<file path="src/rtl/dmem_if.sv">
// Data-memory arbitration bus: CPU port, video port and single-port RAM side.
interface dmem_if #(
    parameter int unsigned AW = 32
) ();
    localparam int unsigned DW = 32;

    // CPU data port
    logic          cpu_req;
    logic          cpu_we;
    logic [AW-1:0] cpu_addr;
    logic [DW-1:0] cpu_wdata;
    logic          cpu_stall;
    logic          cpu_rvalid;
    logic [DW-1:0] cpu_rdata;

    // Video fetch port
    logic          vid_req;
    logic [AW-1:0] vid_addr;
    logic          vid_gnt;
    logic          vid_rvalid;
    logic [DW-1:0] vid_rdata;

    // RAM port
    logic          mem_en;
    logic          mem_we;
    logic [AW-1:0] mem_addr;
    logic [DW-1:0] mem_wdata;
    logic [DW-1:0] mem_rdata;

    // Arbiter side
    modport slave (
        input  cpu_req, cpu_we, cpu_addr, cpu_wdata,
        output cpu_stall, cpu_rvalid, cpu_rdata,
        input  vid_req, vid_addr,
        output vid_gnt, vid_rvalid, vid_rdata,
        output mem_en, mem_we, mem_addr, mem_wdata,
        input  mem_rdata
    );

    // Requester / RAM side
    modport master (
        output cpu_req, cpu_we, cpu_addr, cpu_wdata,
        input  cpu_stall, cpu_rvalid, cpu_rdata,
        output vid_req, vid_addr,
        input  vid_gnt, vid_rvalid, vid_rdata,
        input  mem_en, mem_we, mem_addr, mem_wdata,
        output mem_rdata
    );
endinterface

</file>
<file path="src/rtl/dmem_arbiter.sv">
// Two-requester data-memory arbiter: CPU-first with a video starvation override.
module dmem_arbiter #(
    parameter int unsigned STARVE_LIMIT = 3,
    parameter int unsigned AW           = 32
) (
    input  logic  clk,
    input  logic  reset,
    dmem_if.slave bus
);
    localparam int unsigned CW = 4;
    localparam int unsigned DW = 32;

    localparam logic [0:0] PRI_CPU = 1'b0;
    localparam logic [0:0] PRI_VID = 1'b1;

    localparam logic [CW-1:0] STARVE_MAX = '1;
    localparam logic [CW-1:0] LIMIT      = CW'(STARVE_LIMIT);

    logic [0:0]    state_q, state_d;
    logic [CW-1:0] starve_q, starve_d;
    logic          cpu_win;
    logic          vid_win;
    logic          rd_cpu_q;
    logic          rd_vid_q;
    logic [AW-1:0] addr_c;
    logic [DW-1:0] wdata_c;

    // State, starve counter and pending-read tags
    always_ff @(posedge clk) begin
        if (reset) begin
            state_q  <= PRI_CPU;
            starve_q <= '0;
            rd_cpu_q <= 1'b0;
            rd_vid_q <= 1'b0;
        end else begin
            state_q  <= state_d;
            starve_q <= starve_d;
            rd_cpu_q <= cpu_win & ~bus.cpu_we;
            rd_vid_q <= vid_win;
        end
    end

    // Grant decision, starve counter update and priority transitions
    always_comb begin
        cpu_win  = 1'b0;
        vid_win  = 1'b0;
        state_d  = state_q;
        starve_d = '0;
        if (!reset) begin
            if (state_q == PRI_VID) begin
                vid_win = bus.vid_req;
                cpu_win = bus.cpu_req & ~bus.vid_req;
            end else begin
                cpu_win = bus.cpu_req;
                vid_win = bus.vid_req & ~bus.cpu_req;
            end
        end
        if (bus.vid_req && !vid_win) begin
            starve_d = (starve_q == STARVE_MAX) ? starve_q : starve_q + CW'(1);
        end
        case (state_q)
            PRI_CPU: if (starve_d == LIMIT) state_d = PRI_VID;
            PRI_VID: if (vid_win || !bus.vid_req) state_d = PRI_CPU;
            default: state_d = PRI_CPU;
        endcase
    end

    // RAM request mux; idle bus is driven to zero
    always_comb begin
        addr_c  = '0;
        wdata_c = '0;
        if (cpu_win) begin
            addr_c  = bus.cpu_addr;
            wdata_c = bus.cpu_wdata;
        end else if (vid_win) begin
            addr_c  = bus.vid_addr;
        end
    end

    assign bus.mem_en    = cpu_win | vid_win;
    assign bus.mem_we    = cpu_win & bus.cpu_we;
    assign bus.mem_addr  = addr_c;
    assign bus.mem_wdata = wdata_c;

    assign bus.cpu_stall = bus.cpu_req & ~cpu_win & ~reset;
    assign bus.vid_gnt   = vid_win;

    // Read returns are masked during reset so a tag set just before reset never shows
    assign bus.cpu_rvalid = rd_cpu_q & ~reset;
    assign bus.vid_rvalid = rd_vid_q & ~reset;
    assign bus.cpu_rdata  = bus.cpu_rvalid ? bus.mem_rdata : '0;
    assign bus.vid_rdata  = bus.vid_rvalid ? bus.mem_rdata : '0;
endmodule

</file>
<file path="src/flat_wrapper.sv">
// flat-port wrapper written by rule: the top's interface ports become plain ports
module dmem_arbiter_flat 
#(
    parameter int unsigned STARVE_LIMIT = 3,
    parameter int unsigned AW           = 32
)
  (clk, reset, bus_cpu_req, bus_cpu_we, bus_cpu_addr, bus_cpu_wdata, bus_cpu_stall, bus_cpu_rvalid, bus_cpu_rdata, bus_vid_req, bus_vid_addr, bus_vid_gnt, bus_vid_rvalid, bus_vid_rdata, bus_mem_en, bus_mem_we, bus_mem_addr, bus_mem_wdata, bus_mem_rdata);
  dmem_if #(.AW(AW)) bus_i ();
  input  logic clk;
  input  logic reset;
  input wire logic [$bits(bus_i.cpu_req)-1:0] bus_cpu_req;
  input wire logic [$bits(bus_i.cpu_we)-1:0] bus_cpu_we;
  input wire logic [$bits(bus_i.cpu_addr)-1:0] bus_cpu_addr;
  input wire logic [$bits(bus_i.cpu_wdata)-1:0] bus_cpu_wdata;
  output wire logic [$bits(bus_i.cpu_stall)-1:0] bus_cpu_stall;
  output wire logic [$bits(bus_i.cpu_rvalid)-1:0] bus_cpu_rvalid;
  output wire logic [$bits(bus_i.cpu_rdata)-1:0] bus_cpu_rdata;
  input wire logic [$bits(bus_i.vid_req)-1:0] bus_vid_req;
  input wire logic [$bits(bus_i.vid_addr)-1:0] bus_vid_addr;
  output wire logic [$bits(bus_i.vid_gnt)-1:0] bus_vid_gnt;
  output wire logic [$bits(bus_i.vid_rvalid)-1:0] bus_vid_rvalid;
  output wire logic [$bits(bus_i.vid_rdata)-1:0] bus_vid_rdata;
  output wire logic [$bits(bus_i.mem_en)-1:0] bus_mem_en;
  output wire logic [$bits(bus_i.mem_we)-1:0] bus_mem_we;
  output wire logic [$bits(bus_i.mem_addr)-1:0] bus_mem_addr;
  output wire logic [$bits(bus_i.mem_wdata)-1:0] bus_mem_wdata;
  input wire logic [$bits(bus_i.mem_rdata)-1:0] bus_mem_rdata;
  assign bus_i.cpu_req = bus_cpu_req;
  assign bus_i.cpu_we = bus_cpu_we;
  assign bus_i.cpu_addr = bus_cpu_addr;
  assign bus_i.cpu_wdata = bus_cpu_wdata;
  assign bus_cpu_stall = bus_i.cpu_stall;
  assign bus_cpu_rvalid = bus_i.cpu_rvalid;
  assign bus_cpu_rdata = bus_i.cpu_rdata;
  assign bus_i.vid_req = bus_vid_req;
  assign bus_i.vid_addr = bus_vid_addr;
  assign bus_vid_gnt = bus_i.vid_gnt;
  assign bus_vid_rvalid = bus_i.vid_rvalid;
  assign bus_vid_rdata = bus_i.vid_rdata;
  assign bus_mem_en = bus_i.mem_en;
  assign bus_mem_we = bus_i.mem_we;
  assign bus_mem_addr = bus_i.mem_addr;
  assign bus_mem_wdata = bus_i.mem_wdata;
  assign bus_i.mem_rdata = bus_mem_rdata;
  dmem_arbiter #(.STARVE_LIMIT(STARVE_LIMIT), .AW(AW)) u_core (.clk(clk), .reset(reset), .bus(bus_i));
endmodule
</file>
<file path="config.mk">
export PLATFORM = sky130hd
export DESIGN_NAME = dmem_arbiter_flat
export DESIGN_NICKNAME = d
export VERILOG_FILES = /design/src/rtl/dmem_if.sv /design/src/rtl/dmem_arbiter.sv /design/src/flat_wrapper.sv
export SDC_FILE = /design/constraint.sdc
export NUM_CORES = 1
export LEC_CHECK = 0
export BUFFER_PORTS_ARGS = -buffer_cell sky130_fd_sc_hd__buf_2
export CAP_MARGIN = 5
export CELL_PAD_IN_SITES_DETAIL_PLACEMENT = 1
export CELL_PAD_IN_SITES_GLOBAL_PLACEMENT = 2
export CORE_MARGIN = 3
export CORE_UTILIZATION = 10
export DETAILED_ROUTE_END_ITERATION = 12
export PLACE_DENSITY_LB_ADDON = 0.1
export REMOVE_ABC_BUFFERS = 1
export SLEW_MARGIN = 20
export SYNTH_ARGS = -nofsm -noshare
export SYNTH_HDL_FRONTEND = slang
export SYNTH_SLANG_ARGS = --single-unit
</file>
<file path="constraint.sdc">
create_clock -name clk -period 1.8 [get_ports clk]
set_clock_uncertainty 0.2 [all_clocks]
set_input_delay 0.09 -clock clk [delete_from_list [all_inputs] [get_ports clk]]
set_output_delay 0.09 -clock clk [all_outputs]
set_load 0.005 [all_outputs]
</file>
==> summary.md <==
| Metric | Value |
|---|---|
| H-Tree Level Count | `1` |
| Worst-margin pin slew | `0.2634 ns` |
| IO Pins | `267` |
| Post-synthesis sequential area ratio | `0.1047` |
| DRC errors left | `0` |
| Post-Syn Instances | `183` |
| Vias in the first global route | `~2400` |
| Synth Area in Compound Gates | `0.2234` |
| Effective utilization at floorplan | `0.1040` |
| Clock Latency Late Sink | `0.23 ns` |
| Max Cap Viol | `0` |
| Die extent in x | `approximately 120 um` |
| CP required | `1.51 ns` |
| Global-route wire length before repair | `12.91 mm` |
| Final hold vios | `0` |
| Max FO, Critical Path | `7` |
| Initial antenna violation count | `1` |
| Mux share of post-synthesis cell area | `0.007477` |
| Top-count cell post-synth | `and2_1` |
| Logic pwr share | `0.443` |
| Pwr dens | `around 320 nW/um2` |
| Sequential Power Share | `0.165` |
| Placement Rows | `41` |
| Drt via density | `3.825` |
| Post-synth EDFFs | `0` |
| Num CTS Buffers | `3` |
| Setup_tns | `-0.008707 ns` |
| Prevailing post-synth register cell | `dfxtp_1` |
| Internal Power | `around 0.70 mW` |
| HPWL after DPL | `7.993 mm` |
| Yosys warnings | `0` |
| NetSw | `0.2693 mW` |
| FMAX | `553.4 MHz` |
| Worst vdd ir | `231.7 uV` |
| Layout area overhead | `123.2%` |
| Hold Path Class | `in2reg` |
| Die height | `121.7 um` |
| Area leader, netlist | `and2_1` |
| Vias | `2364` |
| RSZ-0062 raised after global routing | `yes` |
| CP Capture Type | `primary output` |
| Dominant cells by area after synthesis | `and2_1, a22o_1, dfxtp_1` |
| Final max-slew violation count | `0` |
| Core box area | `roughly 13000 um2` |
| Simple-gate portion of the synthesized area | `0.5570` |
| Non-Filler Instances | `618` |
| # fillers | `1682` |
| Xor/xnor share of the synthesized area | `0.01308` |
| Initial drt markers | `35` |
| Async SR Flop Fraction | `0` |
| Clock root cell | `clkbuf_16` |
| Share of cells above drive strength 1 | `0.6382` |
| DRT Pass-1 Iters | `4` |
| Fin crit share | `1.004` |
| Max clock buf depth | `2` |
| DR WL/cell | `14.98 um` |
| Clock slew at reported path FFs | `0.04 ns` |
| Aggregate global-route resource usage | `0.1121` |
| PortBufs | `266` |
| Total die area | `14810 um2` |
| Multi-input combinational cell area | `1092 um2` |
| WL final | `9.257 mm` |
| Pin count of the biggest net entering global routing | `67` |
| Nets | `580` |
| CTS tree | `built` |
| Post-Synth Adder-Cell Area | `0.009346` |
| Result of the run | `complete, but fails checks` |
| Area share of the largest cell type after synthesis | `0.4533` |
| Synth unique cells | `26` |
| Cell Area, Synth | `1339 um2` |
| FF+latch count, synth | `7` |
| Worst setup SP type | `flip-flop` |
| Clk sinks | `7` |
| Setup ws final | `-0.006978 ns` |
| DRT antenna net count | `0` |
| Leakage | `1.882 nW` |
| GP Congestion | `0.7569` |
| Failing checks | `negative setup slack` |
| GR Overflow Total | `0` |
| Clk pwr share | `0.392` |
| Avg Inst Size Synth | `approximately 7.3 um2` |
| Kind of critical path | `reg2out` |
| Switch share | `0.2783` |
| Most common library cells after synthesis | `and2_1, a22o_1, clkbuf_1, dfxtp_1, nor2_1` |
| Crit path time final | `1.807 ns` |
| Sequential Area | `143.9 um2` |
| Main combinational cell family by area after synthesis | `simple AND/OR/NAND/NOR gates` |
| Arrival time at the worst endpoint | `about 1.5 ns` |
| Placed instance count | `608` |
| Max-slew headroom | `0.8244` |
| Finish-stage setup viols | `2` |
critical path, stage by stage (launching register included):
cell     delay, ns
dfxtp_4       0.35
and2b_4       0.27
nor2b_4       0.06
buf_6         0.12
buf_16        0.13
a22o_1        0.22
buf_2         0.13
layout make-up:
type | count | share of cell area
Clock buffer | 3 | 0.02513
Timing Repair Buffer | 275 | 0.4853
Clock inverter | 1 | 0.001675
Tap cell | 172 | 0.07203
Multi-Input combinational cell | 158 | 0.3656
Antenna cell | 1 | 0.0008375
Sequential cell | 7 | 0.04816
Inverter | 1 | 0.001256
final timing paths:
check | cells after the start | to | startpoint | slack, ns
setup / recovery | 6 | bus_mem_addr[26] | u_core.state_q | -0.007
setup reg to reg | 4 | u_core.state_q | u_core.starve_q[0] | 0.24
hold / removal | 3 | u_core.state_q | bus_vid_req | 0.03
hold reg to reg | 2 | u_core.state_q | u_core.state_q | 0.35
power groups by stage:
stage                     combinational (mW)  clock, mW  sequential, mW
after CTS                              0.449      0.390           0.161
after floorplan                        0.136          0           0.163
final                                  0.429      0.379           0.160
after global placement                 0.429          0           0.163
after detailed placement               0.427          0           0.164
after global routing                   0.478      0.411           0.160
registers in the layout, indices dropped and copies added (netlist names):
name	count
u_core.rd_cpu_q	1
u_core.state_q	1
u_core.starve_q	4
u_core.rd_vid_q	1
kinds of logic (layout without fill, tap and decap cells):
logic type / after synthesis / count (layout)
simple gates: 120 / 120
flops: 7 / 7
mux: 1 / 1
compound gates: 34 / 34
xor+xnor: 2 / 2
fa+ha+maj: 1 / 1
other cells: 0 / 1
buf+inv: 18 / 280
placed cells by master, fill, tap and decap left out, types with 2 or more instances in the layout:
cell       netlist  routed
nor3_1           2       2
and2_1          97      97
nor2_1           6       6
clkbuf_16        0       4
buf_4            4       3
buf_6            4       3
dfxtp_1          7       6
a22o_1          32      32
nand3_1          2       2
nor2b_1          4       4
buf_2            0     266
nand2_1          2       2
metal layers:
metal	GRT usage	share of wire	wire length [um]	up-vias
met5	0	0	0	-
met4	0.02381	0.016	149	0
met3	0.05060	0.14	1323	10
met2	0.2366	0.53	4919	181
met1	0.09257	0.31	2865	1038
li1	-	-	-	1135
repair_timing:
action	in CTS	in global routing
hold buffers	1	0
endpoints found under the setup margin	28	32
cloned	2	0
gates resized for setup	2	6
endpoints found under the hold margin	1	0
pin swaps	1	11
buffers inserted	3	1
stage by stage:
stage	worst slack, ns	utilization	instance area (um2)	hold WS (ns)	power [mW]
floorplan	-0.7974	-	1229	-0.03839	0.2993
global placement	0.1937	0.2204	2838	0.06616	0.5921
detailed placement	0.1636	0.2204	2838	0.07753	0.5901
CTS	-0.03449	0.2339	3012	0.03727	0.9997
global route	-0.05950	0.2320	2988	0.04700	1.049
finish	-0.006978	0.2320	2988	0.03356	0.9677
(Power assumes the default switching activity.)
